$ cat config.mk
export PLATFORM = sky130hd
export DESIGN_NAME = key_step_conditioner
export DESIGN_NICKNAME = d
export VERILOG_FILES = /design/src/rtl/key_step_conditioner.sv
export SDC_FILE = /design/constraint.sdc
export NUM_CORES = 1
export LEC_CHECK = 0
export BUFFER_PORTS_ARGS = -buffer_cell sky130_fd_sc_hd__buf_2
export CORE_ASPECT_RATIO = 2
export CORE_MARGIN = 2
export CORE_UTILIZATION = 43
export DETAILED_ROUTE_END_ITERATION = 8
export PLACE_DENSITY = 0.57
export SETUP_SLACK_MARGIN = 0.1
export SLEW_MARGIN = 20
export SYNTH_ARGS = -nofsm -noshare
export SYNTH_HDL_FRONTEND = slang
export SYNTH_SLANG_ARGS = --single-unit
export TNS_END_PERCENT = 10
$ cat constraint.sdc
create_clock -name clk -period 5.05 [get_ports clk]
set_clock_uncertainty 0.2 [all_clocks]
set_input_delay 1.01 -clock clk [delete_from_list [all_inputs] [get_ports clk]]
set_output_delay 1.01 -clock clk [all_outputs]
set_load 0.005 [all_outputs]
$ cat src/rtl/key_step_conditioner.sv
`default_nettype none
// +----------------------------------------------------------------------------+
// | Module   : key_step_conditioner                                            |
// | Purpose  : Conditions a raw active-low pushbutton and a raw direction      |
// |            switch for the HEX digit-sequencer. Both inputs are            |
// |            synchronised and the button is debounced. Each accepted press  |
// |            produces a one-cycle step pulse, and the direction is latched  |
// |            on that pulse, so the sequencer can advance on a clock enable. |
// | Optional : `define AUTO_REPEAT_EN adds auto-repeat steps while the button  |
// |            stays held (first after HOLD_CYCLES, then every REPEAT_CYCLES).|
// | Ports    : clk     - board clock, rising edge                             |
// |            reset   - asynchronous active-low reset                        |
// |            key_n   - raw pushbutton, active-low, bouncy                   |
// |            dir_in  - raw direction switch                                 |
// |            step    - registered one-cycle advance pulse                   |
// |            pressed - debounced button level (1 = held)                    |
// |            dir_out - direction latched on every step pulse                |
// | Revision : 1.0 - initial release                                           |
// +----------------------------------------------------------------------------+
module key_step_conditioner #(
  parameter int DEBOUNCE_CYCLES = 1000000,
  parameter int HOLD_CYCLES     = 25000000,
  parameter int REPEAT_CYCLES   = 10000000
) (
  input  logic clk,
  input  logic reset,
  input  logic key_n,
  input  logic dir_in,
  output logic step,
  output logic pressed,
  output logic dir_out
);

  localparam int CNT_W = (DEBOUNCE_CYCLES > 2) ? $clog2(DEBOUNCE_CYCLES) : 1;
  localparam logic [CNT_W-1:0] CNT_LAST = CNT_W'(DEBOUNCE_CYCLES - 1);

  // Parameters below 2 would allow back-to-back step pulses or a zero-width counter.
  if (DEBOUNCE_CYCLES < 2 || HOLD_CYCLES < 2 || REPEAT_CYCLES < 2) begin : g_bad_params
    $error("key_step_conditioner: all cycle parameters must be >= 2");
  end

  typedef enum logic [1:0] {
    IDLE      = 2'd0,
    PRESS_CHK = 2'd1,
    HELD      = 2'd2,
    REL_CHK   = 2'd3
  } state_t;

  state_t           state;
  logic [CNT_W-1:0] cnt;
  logic [1:0]       key_sync;
  logic [1:0]       dir_sync;
  logic             key_s;
  logic             dir_s;

  // Key flops reset to 1 so a reset is seen as "button released".
  always_ff @(posedge clk or negedge reset) begin
    if (!reset) begin
      key_sync <= 2'b11;
      dir_sync <= 2'b00;
    end else begin
      key_sync <= {key_sync[0], key_n};
      dir_sync <= {dir_sync[0], dir_in};
    end
  end

  assign key_s = ~key_sync[1];
  assign dir_s = dir_sync[1];

`ifdef AUTO_REPEAT_EN
  localparam int RPT_MAX = (HOLD_CYCLES > REPEAT_CYCLES) ? HOLD_CYCLES : REPEAT_CYCLES;
  localparam int RPT_W   = (RPT_MAX > 2) ? $clog2(RPT_MAX) : 1;
  localparam logic [RPT_W-1:0] HOLD_LAST = RPT_W'(HOLD_CYCLES - 1);
  localparam logic [RPT_W-1:0] REP_LAST  = RPT_W'(REPEAT_CYCLES - 1);

  logic [RPT_W-1:0] rpt_cnt;
  logic             rpt_first;  // still waiting for the first (longer) hold interval
`endif

  always_ff @(posedge clk or negedge reset) begin
    if (!reset) begin
      state     <= IDLE;
      cnt       <= '0;
      step      <= 1'b0;
      pressed   <= 1'b0;
      dir_out   <= 1'b0;
`ifdef AUTO_REPEAT_EN
      rpt_cnt   <= '0;
      rpt_first <= 1'b1;
`endif
    end else begin
      step <= 1'b0;
      case (state)
        IDLE: begin
          cnt <= '0;
          if (key_s) state <= PRESS_CHK;
        end

        PRESS_CHK: begin
          if (!key_s) begin
            state <= IDLE;
            cnt   <= '0;
          end else if (cnt == CNT_LAST) begin
            state   <= HELD;
            cnt     <= '0;
            step    <= 1'b1;
            pressed <= 1'b1;
            dir_out <= dir_s;
          end else begin
            cnt <= cnt + 1'b1;
          end
        end

        HELD: begin
          cnt <= '0;
          if (!key_s) state <= REL_CHK;
`ifdef AUTO_REPEAT_EN
          // Any exit from HELD restarts the long first-repeat wait.
          if (!key_s) begin
            rpt_cnt   <= '0;
            rpt_first <= 1'b1;
          end else if (rpt_cnt == (rpt_first ? HOLD_LAST : REP_LAST)) begin
            rpt_cnt   <= '0;
            rpt_first <= 1'b0;
            step      <= 1'b1;
            dir_out   <= dir_s;
          end else begin
            rpt_cnt <= rpt_cnt + 1'b1;
          end
`endif
        end

        REL_CHK: begin
          if (key_s) begin
            state <= HELD;
            cnt   <= '0;
          end else if (cnt == CNT_LAST) begin
            state   <= IDLE;
            cnt     <= '0;
            pressed <= 1'b0;
          end else begin
            cnt <= cnt + 1'b1;
          end
        end

        default: begin
          state   <= IDLE;
          cnt     <= '0;
          pressed <= 1'b0;
        end
      endcase
    end
  end

endmodule
`default_nettype wire
* After elaboration in Yosys (flattened, before gate mapping)
Index checks and enable logic that the tools add are counted.
** Storage, ports and cells
- Register bits after elaboration :: 29
- Input bits :: 4
- Output and inout bits :: 3
- Logic and storage cells :: 46
** Operators by class
- Add/subtract/negate cells :: 1
- Equal/unequal tests :: 12
- Muxes and demuxes :: 19
- Bitwise operators :: 1
- Reduce and logical (&&, ||, !) cells :: 6
** Operators by type and width (number)
- 2-to-1 mux 20 bit :: 3
- case mux 20 bit (3 select lines) :: 1
- adder 20 x 1 -> 20 bit (second input constant) :: 1
- equality test 20 bit (second input constant) :: 1
- 2-to-1 mux 2 bit :: 6
- inequality test 2 bit (second input constant) :: 6
- case mux 2 bit (4 select lines) :: 1
- 2-to-1 mux 1 bit :: 7
- inequality test 3 bit (second input constant) :: 2
- AND reduction 5 bit :: 1
- equality test 2 bit (second input constant) :: 2
- AND reduction 4 bit :: 1
- AND reduction 3 bit :: 1
- equality test 2 x 1 -> 1 bit (second input constant) :: 1
- logical NOT 2 bit :: 1
- case mux 1 bit (2 select lines) :: 1
- nonzero test 2 bit :: 1
- OR reduction 2 bit :: 1
- NOT 1 bit :: 1

* Logic depth before layout (Yosys ltp)
- Word-level depth :: 4
- Gate-level depth with buffers :: 6
- Mapped depth without buffers :: 5

* Least setup slack after synthesis
No wires, ideal clock.
- Path kind :: flip-flop to flip-flop
- Start :: reg cnt[13]
- End :: reg cnt[10]
- Library setup time :: 0.119 ns
- Arrival time :: 1.687 ns
- Data required time :: 4.731 ns
- Setup slack :: 3.045 ns
- Cell stages (with the launch flop) :: 7
- Buffers on the path :: 2
- Clock period less this slack :: 2.005 ns
- Cell sequence :: dfrtp_1 or3b_1 or4_1 clkbuf_2 o21ai_4 buf_6 nor2_1
** Between the ends
- Longest elaborated chain between the ends :: 4
- Elaborated cells on any way between the ends :: 5
- Those cells by class :: 1 x eq/ne; 4 x mux
** Ends and longest elaborated chain
- start, declared :: line 50 : logic [CNT_W-1:0] cnt;
- start signal, assigned :: line 110 : cnt <= cnt + 1'b1;
- start signal, assigned :: line 142 : cnt <= cnt + 1'b1;
- equality test 20 bit (*) :: line 103, 137
- 2-to-1 mux 20 bit (*) :: line 103, 137
- 2-to-1 mux 20 bit, on equally long branches :: line 134, 100
- case mux 20 bit (3 select lines) (*) :: line 93 : case (state)
Mark *: on every way between the ends. The rest lies on a longest branch, timed or not.
A chain may end at the register's enable or synchronous reset.

* Worst setup path after layout
- Start :: reg cnt[7]
- End :: reg cnt[8]
** Between the ends
- Longest elaborated chain between the ends :: 4
- Elaborated cells on any way between the ends :: 6
- Those cells by class :: 1 x add/sub; 1 x eq/ne; 4 x mux
** Ends and longest elaborated chain (line)
- adder 20 x 1 -> 20 bit / equality test 20 bit (equally long branches)
- 2-to-1 mux 20 bit (*) :: 103, 137
- 2-to-1 mux 20 bit, on equally long branches :: 134, 100
- case mux 20 bit (3 select lines) (*) :: 93
Marked as above.

==> flow_summary.json <==
{
  "die_y_extent_um": 83.1,
  "placement.cell_area_um2": 1400,
  "worst_hold_path.num_cells": 0,
  "h-tree-depth": 2,
  "finalSetupTns_ns": 0,
  "clock_tree.root_cell": "sky130_fd_sc_hd__clkbuf_8",
  "hold_slack_ns": 0.149,
  "n_antenna_cell": 0,
  "detail_route.iter0.violations": 19,
  "gr-total-overflow": 0,
  "groute.usage.overall": 0.178,
  "start_util": 0.452,
  "cts_tree": "done",
  "synthXorXnorAreaFrac": 0.104,
  "first_pass_iteration_count_of_the_detailed_router": 4,
  "postRouteAntennaNets": 0,
  "crit_required_ns": 4.99,
  "grt_setup_unrepaired": "false",
  "synthesis.instances": 128,
  "drc": 0,
  "max_clock_freq_ghz": 0.442,
  "post_synthesis_async_set_or_reset_flop_share": 1.00,
  "die_area_um2": 3620,
  "io_pins": 7,
  "cts.hold.buffers_added": 0,
  "cts.sink_count": 29,
  "wl_per_cell_um": 15.5,
  "synth-warning-count": 0,
  "worst_r2r_endpoint": "cnt[8]$_DFF_PN0_",
  "setup.worst_path.start_class": "flip-flop",
  "cp_cell_sequence": "or3b_1 -> or4_1 -> o21ai_4 -> nor2_1",
  "combinational_family_with_the_most_area_after_synthesis": "simple AND/OR/NAND/NOR gates",
  "synth-compound-area-share": 0.0595,
  "synth_common_cells": "sky130_fd_sc_hd__dfrtp_1 (27), sky130_fd_sc_hd__nor2_1 (22), sky130_fd_sc_hd__xnor2_1 (14)",
  "area_fraction_in_and_or_nand_and_nor_cells_after_synthesis": 0.251,
  "cts-root-to-sink-buffers": 2,
  "worst_supply_voltage_drop_on_vdd_uv": 173,
  "worst_r2r_path_depth": 4,
  "dieWidth_um": 43.5,
  "synthesis.area_um2": 1350,
  "wire_length_of_the_first_global_routing_pass_um": 4740,
  "critical_path.endpoint_type": "flip-flop",
  "worst_path_max_delay_cell": "sky130_fd_sc_hd__or4_1",
  "synth_seq_cells": 29,
  "finalCritPeriodShare": 0.448,
  "synth_mux_area_frac": 0.00837,
  "number_of_buffers_created_by_cts": 5,
  "finalHoldViolCount": 0,
  "synth_edf_count": 0,
  "cp_num_buf_inv": 0,
  "worstPathArrival_ns": 2.21,
  "worstMarginPinSlew_ns": 0.633,
  "synth_most_common_cell": "sky130_fd_sc_hd__dfrtp_1",
  "yosys.area.top_type_share": 0.502,
  "globalplace.congestion": 0.812,
  "detailed_place_hpwl_um": 1850,
  "port-buffer-count": 6,
  "power.density_cell_area_nw_per_um2": 306,
  "cts_post_setup_buffers_inserted": 0,
  "clkSlewWorstSetupHoldPaths_ns": 0.06,
  "setup-violations-final": 0,
  "slew_headroom": 0.578,
  "crit_family": "simple AND/OR/NAND/NOR gates",
  "vias_in_the_first_global_route": 1026,
  "utilization": 0.503,
  "antenna_found_initial": 0,
  "vias_per_cell": 5.71,
  "tmin_final_ns": 2.26,
  "yosysUniqueCellTypes": 31,
  "rows": 28,
  "hold_class": "flip-flop to flip-flop",
  "routed_wirelength_um": 2640,
  "leakagePower_nw": 0.602,
  "min_from": "dir_sync[0]$_DFF_PN0_",
  "synthToLayoutAreaGrowth_pct": 11.3,
  "ys.flop_type": "sky130_fd_sc_hd__dfrtp_1",
  "synth_sequential_area_ratio": 0.541,
  "synth.largest_area_cell": "sky130_fd_sc_hd__dfrtp_1",
  "syn-mean-instance-area_um2": 10.5,
  "critical-path-max-stage-delay_ns": 0.55,
  "postSynthNetCount": 133,
  "vias": 971,
  "final_nets": 144,
  "synth_top_cells_by_area": "sky130_fd_sc_hd__dfrtp_1 (50%), sky130_fd_sc_hd__xnor2_1 (9.1%), sky130_fd_sc_hd__nor2_1 (6.1%), sky130_fd_sc_hd__dfstp_2 (3.9%), sky130_fd_sc_hd__nor4_1 (3.3%)",
  "crit_fanout": 17,
  "insertion_delay_ns": 0.28,
  "timing.max_cap.violations": 0,
  "rrSetupSlack_ns": 2.79,
  "yosys.area_share.adder": 0.00930,
  "path_class": "flip-flop to flip-flop",
  "postCtsResizedCells": 0,
  "drv_slew": 0,
  "floorplan.core_area_um2": 2980,
  "critical_path.reg2reg.startpoint": "cnt[7]$_DFF_PN0_",
  "whs_endpoint": "dir_sync[1]$_DFF_PN0_",
  "maximum_number_of_pins_on_one_net_before_global_route_repair": 30,
  "final_layout_size_suffix_gt1_frac": 0.143,
  "outcome": "completed",
  "layout.cell_area.non_filler_um2": 1500
}
per-stage QoR:
step | cells | total power, mW | setup slack [ns]
floorplan | 128 | 0.246 | 3.04
global placement | 162 | 0.253 | 2.80
detailed placement | 162 | 0.253 | 2.77
CTS | 170 | 0.466 | 2.77
global route | 170 | 0.480 | 2.66
finish | 170 | 0.459 | 2.79
worst register-to-register path, cell delays in order (launching register included):
cell                      delay, ns
sky130_fd_sc_hd__dfrtp_1       0.43
sky130_fd_sc_hd__or3b_1        0.37
sky130_fd_sc_hd__or4_1         0.55
sky130_fd_sc_hd__o21ai_4       0.47
sky130_fd_sc_hd__nor2_1        0.11
state kept, by name, summed over array words and instances (netlist names), named ones only:
register  flops
dir_sync      2
step          1
state         1
key_sync      2
cnt          20
pressed       1
dir_out       1
layout by cell type, fill, tap and decap left out:
| cell type | n |
|---|---|
| sky130_fd_sc_hd__a21boi_0 | 1 |
| sky130_fd_sc_hd__a21oi_1 | 1 |
| sky130_fd_sc_hd__a31o_2 | 1 |
| sky130_fd_sc_hd__and2_1 | 1 |
| sky130_fd_sc_hd__and3_1 | 5 |
| sky130_fd_sc_hd__and4b_1 | 1 |
| sky130_fd_sc_hd__buf_2 | 6 |
| sky130_fd_sc_hd__clkbuf_8 | 7 |
| sky130_fd_sc_hd__clkinv_2 | 1 |
| sky130_fd_sc_hd__dfrtp_1 | 27 |
| sky130_fd_sc_hd__dfstp_2 | 2 |
| sky130_fd_sc_hd__ha_1 | 1 |
| sky130_fd_sc_hd__inv_1 | 5 |
| sky130_fd_sc_hd__mux2_2 | 1 |
| sky130_fd_sc_hd__nand2_1 | 4 |
| sky130_fd_sc_hd__nand3_1 | 7 |
| sky130_fd_sc_hd__nand4_1 | 6 |
| sky130_fd_sc_hd__nand4bb_1 | 1 |
| sky130_fd_sc_hd__nor2_1 | 22 |
| sky130_fd_sc_hd__nor3_1 | 6 |
| sky130_fd_sc_hd__nor4_1 | 7 |
| sky130_fd_sc_hd__nor4bb_1 | 1 |
| sky130_fd_sc_hd__o21a_1 | 1 |
| sky130_fd_sc_hd__o21ai_0 | 2 |
| sky130_fd_sc_hd__o21ai_4 | 1 |
| sky130_fd_sc_hd__o221ai_1 | 2 |
| sky130_fd_sc_hd__o31ai_1 | 1 |
| sky130_fd_sc_hd__or3b_1 | 1 |
| sky130_fd_sc_hd__or3b_2 | 1 |
| sky130_fd_sc_hd__or4_1 | 1 |
| sky130_fd_sc_hd__xnor2_1 | 14 |
| sky130_fd_sc_hd__xor2_1 | 2 |
logic make-up (layout without fill, tap and decap cells):
family	count (synthesis)	after routing
muxes	1	1
adders and majority gates	1	1
buffers and inverters	7	19
xor gates and xnor gates	16	16
DFF	29	29
and+or+nand+nor	64	64
AOI/OAI and AO/OA	10	10
metal layers:
layer	vias up	global-route usage	share of wire
met5	-	0	0
met4	0	0.110	0.028
met3	9	0.0587	0.026
met2	14	0.283	0.54
met1	471	0.195	0.41
li1	477	-	-
worst max-delay path by stage:
stage | startpoint | end | slack [ns] | depth (start not counted)
final | cnt[7]$_DFF_PN0_ | cnt[8]$_DFF_PN0_ | 2.79 | 4
after global routing | cnt[7]$_DFF_PN0_ | cnt[15]$_DFF_PN0_ | 2.66 | 4
after CTS | cnt[7]$_DFF_PN0_ | cnt[8]$_DFF_PN0_ | 2.77 | 4
after detailed placement | cnt[7]$_DFF_PN0_ | cnt[8]$_DFF_PN0_ | 2.77 | 4
after global placement | cnt[7]$_DFF_PN0_ | cnt[13]$_DFF_PN0_ | 2.80 | 4
after floorplan | cnt[13]$_DFF_PN0_ | cnt[10]$_DFF_PN0_ | 3.04 | 6
final cells by class:
type	count	area, µm²
fill	284	1480
sequential	29	728
multi-input combinational	92	582
clock buffer	7	96.3
tap	30	37.5
timing repair buffer	6	30.0
inverter	5	18.8
clock inverter	1	5.00
report_power, final:
part	total (mW)	leakage (nW)	internal (mW)	switching, mW
clock	0.210	0.0542	0.123	0.0870
combinational	0.0109	0.157	0.00251	0.00837
sequential	0.238	0.390	0.236	0.00195
Note: power is estimated with default switching activity, not from simulation.
